$ cat src/rtl/regfile_write_arbiter.sv
// Shares the register file write port between ALU and load writeback through two
// 1-entry slots and a round-robin arbiter; writes to the PC index go to the PC path.
module regfile_write_arbiter #(
  parameter int DATA_W = 32,
  parameter int ADDR_W = 4,
  parameter int PC_IDX = 15
) (
  input  logic              CLK,
  input  logic              RST_N,
  input  logic              REQ0_VALID,
  output logic              REQ0_READY,
  input  logic [ADDR_W-1:0] REQ0_ADDR,
  input  logic [DATA_W-1:0] REQ0_DATA,
  input  logic              REQ1_VALID,
  output logic              REQ1_READY,
  input  logic [ADDR_W-1:0] REQ1_ADDR,
  input  logic [DATA_W-1:0] REQ1_DATA,
  output logic [DATA_W-1:0] PW,
  output logic [ADDR_W-1:0] RW,
  output logic              LE,
  output logic              PC_WE,
  output logic [DATA_W-1:0] PC_WDATA,
  input  logic [ADDR_W-1:0] RA,
  input  logic [ADDR_W-1:0] RB,
  input  logic [ADDR_W-1:0] RC,
  output logic              HAZ_A,
  output logic              HAZ_B,
  output logic              HAZ_C
);

  localparam logic [ADDR_W-1:0] PC_ADDR = ADDR_W'(PC_IDX);

  logic              slot0_v, slot1_v;
  logic [ADDR_W-1:0] slot0_addr, slot1_addr;
  logic [DATA_W-1:0] slot0_data, slot1_data;
  logic              age;   // index of the slot that filled first
  logic              last;  // index of the most recently granted slot

  logic              gnt0, gnt1, gnt_any;
  logic [ADDR_W-1:0] gnt_addr;
  logic [DATA_W-1:0] gnt_data;
  logic              acc0, acc1;

  always_comb begin
    gnt0 = 1'b0;
    gnt1 = 1'b0;
    if (slot0_v && slot1_v) begin
      // Same destination must drain oldest-first so the final register value is right.
      if (slot0_addr == slot1_addr) begin
        gnt0 = ~age;
        gnt1 = age;
      end else begin
        gnt0 = last;
        gnt1 = ~last;
      end
    end else begin
      gnt0 = slot0_v;
      gnt1 = slot1_v;
    end
    gnt_any  = gnt0 | gnt1;
    gnt_addr = gnt1 ? slot1_addr : slot0_addr;
    gnt_data = gnt1 ? slot1_data : slot0_data;
  end

  assign REQ0_READY = RST_N & (~slot0_v | gnt0);
  assign REQ1_READY = RST_N & (~slot1_v | gnt1);
  assign acc0       = REQ0_VALID & REQ0_READY;
  assign acc1       = REQ1_VALID & REQ1_READY;

  always_ff @(posedge CLK) begin
    if (!RST_N) begin
      slot0_v    <= 1'b0;
      slot1_v    <= 1'b0;
      slot0_addr <= '0;
      slot1_addr <= '0;
      slot0_data <= '0;
      slot1_data <= '0;
      age        <= 1'b0;
      last       <= 1'b1;
      PW         <= '0;
      RW         <= '0;
      LE         <= 1'b0;
      PC_WE      <= 1'b0;
      PC_WDATA   <= '0;
    end else begin
      if (acc0) begin
        slot0_v    <= 1'b1;
        slot0_addr <= REQ0_ADDR;
        slot0_data <= REQ0_DATA;
      end else if (gnt0) begin
        slot0_v <= 1'b0;
      end

      if (acc1) begin
        slot1_v    <= 1'b1;
        slot1_addr <= REQ1_ADDR;
        slot1_data <= REQ1_DATA;
      end else if (gnt1) begin
        slot1_v <= 1'b0;
      end

      // A new entry is younger than whatever survives in the other slot.
      if (acc0 && acc1) begin
        age <= 1'b0;
      end else if (acc0) begin
        age <= (slot1_v && !gnt1) ? 1'b1 : 1'b0;
      end else if (acc1) begin
        age <= (slot0_v && !gnt0) ? 1'b0 : 1'b1;
      end

      if (gnt_any) begin
        last <= gnt1;
      end

      LE    <= 1'b0;
      PC_WE <= 1'b0;
      if (gnt_any) begin
        if (gnt_addr == PC_ADDR) begin
          PC_WE    <= 1'b1;
          PC_WDATA <= gnt_data;
        end else begin
          LE <= 1'b1;
          PW <= gnt_data;
          RW <= gnt_addr;
        end
      end
    end
  end

  function automatic logic pending_hit(input logic [ADDR_W-1:0] r);
    pending_hit = (r != PC_ADDR) &&
                  ((slot0_v && (slot0_addr == r)) ||
                   (slot1_v && (slot1_addr == r)) ||
                   (LE && (RW == r)));
  endfunction

  assign HAZ_A = pending_hit(RA);
  assign HAZ_B = pending_hit(RB);
  assign HAZ_C = pending_hit(RC);

endmodule

$ cat config.mk
export PLATFORM = sky130hd
export DESIGN_NAME = regfile_write_arbiter
export DESIGN_NICKNAME = d
export VERILOG_FILES = /design/src/rtl/regfile_write_arbiter.sv
export SDC_FILE = /design/constraint.sdc
export NUM_CORES = 1
export LEC_CHECK = 0
export BUFFER_PORTS_ARGS = -buffer_cell sky130_fd_sc_hd__buf_2
export CAP_MARGIN = 20
export CORE_MARGIN = 2
export CORE_UTILIZATION = 50
export CTS_CLUSTER_SIZE = 40
export DETAILED_ROUTE_END_ITERATION = 8
export PLACE_DENSITY = 0.81
export SLEW_MARGIN = 20
export SYNTH_ARGS = -nofsm -noshare
export SYNTH_HDL_FRONTEND = slang
export SYNTH_SLANG_ARGS = --single-unit
$ cat constraint.sdc
create_clock -name CLK -period 3.9 [get_ports CLK]
set_clock_uncertainty 0.15 [all_clocks]
set_input_delay 0.39 -clock CLK [delete_from_list [all_inputs] [get_ports CLK]]
set_output_delay 0.39 -clock CLK [all_outputs]
set_load 0.005 [all_outputs]
# After elaboration in Yosys (flattened, before gate mapping)
# Index checks and enable logic that the tools add are counted.
# word_totals
output_inout_bits	75
inputBits	88
elab_cells	87
ff_bits	146
# classes
n_eq_ne	14
reduce_logical	31
muxes	16
bitwise_logic	13
# op_table
op	count
$eq 4x4->1	10
$mux 32	1
$logic_and 1x1->1	16
$mux 1	14
$ne 4x4->1 const B	3
$logic_or 1x1->1	6
$not 1->1	6
$reduce_and 2->1	3
$reduce_bool 2->1	3
$and 1x1->1	4
$eq 4x4->1 const B	1
$mux 4	1
$or 1x1->1	3
$logic_not 1->1	2
$reduce_or 2->1	1

# Depth between registers and ports, before layout
# depth
word_depth	8
mapped_depth	9
depth_no_buf	5

# Least setup slack after synthesis
# Ideal clock, no wire load.
# synth_timing
kind	reg2reg
from	reg slot0_addr[3]
to	reg PW[10]
t_arrival_ns	1.799
setup_time_ns	0.146
required_ns	3.604
synth_period_minus_slack_ns	2.096
n_path_buf	4
stages_incl_launch_ff	10
path_slack_ns	1.804
path_cell_list	dfxtp_1 buf_4 xnor2_2 and4_1 buf_6 a211oi_2 buf_6 buf_6 mux2i_1 a211oi_2
# synth_between
elab_chain_cells	7
elab_cells_between_ends	11
cone_classes	eq/ne: 2; mux: 6; bitwise: 2; reduce/logical: 1
# synth_rtl
element	line	rtl
start: declaration	34	logic [ADDR_W-1:0] slot0_addr, slot1_addr;
start signal: assignment	74	slot0_addr <= '0;
start signal: assignment	88	slot0_addr <= REQ0_ADDR;
$eq 4x4->1	49	if (slot0_addr == slot1_addr) begin
$mux 1	49	
$mux 1	47	if (slot0_v && slot1_v) begin
$mux 4	61	gnt_addr = gnt1 ? slot1_addr : slot0_addr;
$eq 4x4->1	118	if (gnt_addr == PC_ADDR) begin
$not 1->1 (no source line)	--	
$reduce_and 2->1 (no source line)	--	
end signal: assignment	123	PW <= gnt_data;
end: declaration	18	output logic [DATA_W-1:0] PW,
# Several ways; a longest one is shown, not always the timed one.
# A chain may end at the register's enable or synchronous reset.

# Worst setup path after layout
# layout_timing
from	reg slot1_addr[3]
to	reg slot1_data[4]
# layout_between
elab_chain_cells	6
# layout_rtl
element	line	rtl
start: declaration	34	
start signal: assignment	75	slot1_addr <= '0;
start signal: assignment	96	slot1_addr <= REQ1_ADDR;
$eq 4x4->1	49	
$mux 1	49	
$mux 1	47	
$or 1x1->1	66	assign REQ1_READY = RST_N & (~slot1_v | gnt1);
$and 1x1->1	66	
$and 1x1->1	68	assign acc1 = REQ1_VALID & REQ1_READY;
end signal: assignment	77	slot1_data <= '0;
end signal: assignment	97	slot1_data <= REQ1_DATA;
end: declaration	35	logic [DATA_W-1:0] slot0_data, slot1_data;
# Every way passes these cells.

==> out/metrics.cfg <==
[final_layout]
seqCellArea_um2=2920
final_cells=1027
fin_nets=926
multi_input_comb_area_um2=3310
stdcell_area_um2=8320
nFillCells=1115
num_antenna_cells=0
drive_gt1_share_pct=29.6
area_delta_synth_final_pct=20.4

[yosys]
syn_nets=796
synth_area_leaders=dfxtp_1 (42%), mux2i_1 (16%), a211oi_2 (6.0%)
ys_seq_area_share_pct=42.3
synth_top_area_share_pct=42.3
ys_seq_elements=146
post-synth-top-count-cell=dfxtp_1
yosysUniqueCellTypes=39
synthArstFlopShare_pct=0
synth_ff_type=dfxtp_1
syn_inst=708
synth-edff-count=0
mappedNetlistArea_um2=6910
avgSynthCellArea_um2=9.76
yosys-top-cells-count=dfxtp_1 (146), mux2i_1 (108), nand2_1 (78)
yosys_warnings=0
synth_largest_area_cell=dfxtp_1

[min_path]
hp-class=in2reg
hold_depth=3

[global_route]
grt_antenna_before_repair=0
grtUsageMet2_pct=38.3
busiest_layer=met2
use_met1_pct=33.7
gr-usage-met3_pct=5.66
grt_max_degree=62
grt_pass1_wl_mm=28.2
grt_usage_pct=24.5
grt_pass1_vias=5328
grt-ovfl-total=0

[sta]
clock.fmax_ghz=0.347
finalSetupTns_ns=0
slew_headroom_pct=55.6
drv_slew=0
timing.final.crit_period_ns=2.89
fin_crit_sh_pct=74.0
worstMarginPinSlew_ns=0.665
hold_viol=0
grt_setup_unrepaired=no
setup_violations=0

[clock_network]
cts_buffers=17
cts_resized=0
insertion_delay_ns=0.42
cts_tree=yes
cts_root_buf=clkbuf_16
clk_path_buf_depth=2
cts_hold_buf=0
path_clk_slew_ns=0.07
htree_levels=4
post_cts_buffers=0
cts_sinks=146

[floorplanning]
die_h_um=122
rows=42
pin_count=163
core_um2=13300
dieArea_um2=14800
start_util_pct=51.8
die_w_um=122

[route]
dr.pass1.iters=5
vias=5714
routed_wl_mm=17.8
ant_nets=0
vias_per_cell=5.56
wl_per_cell_um=17.3
drtIter0Drc=479
drc_errors=0

[worst_setup_path]
cp-end-kind=register
start_kind=register
critPathKind=reg2reg
worstPathRequired_ns=4.10
reg2reg_slack_ns=1.01
crit_path_max_fanout=21
r2r_cells=6
worstPathArrival_ns=3.08

[placed_design]
portBuffers=162
hpwl_mm=11.5
place_area_um2=7670
dp_cells=995
gp_routability_congestion=0.905

[pwr]
power_density_nw_per_um2=485
vdd_drop_max_uv=292
leakagePower_nw=4.09
power.total_w=0.00403

[status]
status=finished, final reports clean

[run]
max_cap_viol_count=0

[layout by cell type, fill, tap and decap left out, types with 2 or more instances in the layout]
master and instances:
xnor2_1 21, nand4_1 2, nor3_1 10, clkinvlp_4 2
a21oi_1 34, nor2_1 5, inv_8 2, o211ai_1 2
a211oi_1 6, bufinv_16 5, nor4_1 3, a211oi_4 4
xor2_1 15, inv_1 76, dfxtp_1 146, a41oi_1 6
clkbuf_16 17, nand3_1 6, mux2i_1 108, or2_2 2
clkbuf_1 2, buf_2 161, o21a_1 2, a221oi_1 36
inv_6 3, a211oi_2 30, buf_4 16, nand2_1 78
o31ai_1 32, xnor2_2 4
[power by group]
part | switching (W) | internal [W] | total (W)
clock network | 0.000655 | 0.00115 | 0.00181
registers | 0.0000859 | 0.00160 | 0.00168
logic | 0.000292 | 0.000252 | 0.000544
[cells by family after synthesis]
group | share of synthesized area, %
compound gates | 19.6
flops | 42.3
mux | 15.6
xor+xnor | 5.50
buf+inv | 10.2
simple gates | 6.79
[metrics by stage]
step | setup WS (ns) | hold slack, ns | utilization [%]
floorplan | 1.80 | 0.287 | -
global placement | 1.12 | 0.295 | 57.4
detailed placement | 1.05 | 0.301 | 57.4
CTS | 1.02 | 0.0315 | 62.3
global route | 0.866 | 0.0443 | 62.3
finish | 1.01 | 0.0390 | 62.3
[layer usage]
metal	up-vias	routed length [um]
li1	2741	-
met2	249	8210
met5	-	0
met4	0	352
met1	2689	7990
met3	35	1260
[area by class of cell]
| type | count | share of cell area [%] |
|---|---|---|
| multi-input cells | 419 | 39.8 |
| inverters | 77 | 3.47 |
| clock buffers | 19 | 5.20 |
| clock inverters | 13 | 2.68 |
| flip-flops and latches | 146 | 35.1 |
| well taps | 176 | 2.65 |
| repair buffers | 177 | 11.1 |
[registers in the layout, summed over array words and instances, names as in the netlist, 4 cells and up]
name / count
PW: 32
slot0_addr: 4
RW: 4
PC_WDATA: 32
slot0_data: 32
slot1_data: 32
slot1_addr: 4
[path summary, 6_finish.rpt]
path / startpoint / endpoint
setup reg to reg: slot1_addr[3] / slot1_data[4]
hold reg to reg: slot1_data[11] / slot1_data[11]
setup / recovery: slot1_addr[3] / slot1_data[4]
hold / removal: REQ0_DATA[4] / slot0_data[4]
[worst max-delay path, cell delays in order (launching register included)]
cell     delay (ns)
dfxtp_1        0.54
xnor2_2        0.16
and4_1         0.37
a21oi_2        0.30
a311o_2        0.56
buf_4          0.47
mux2i_1        0.25
Note: power is estimated with default switching activity, not from simulation.
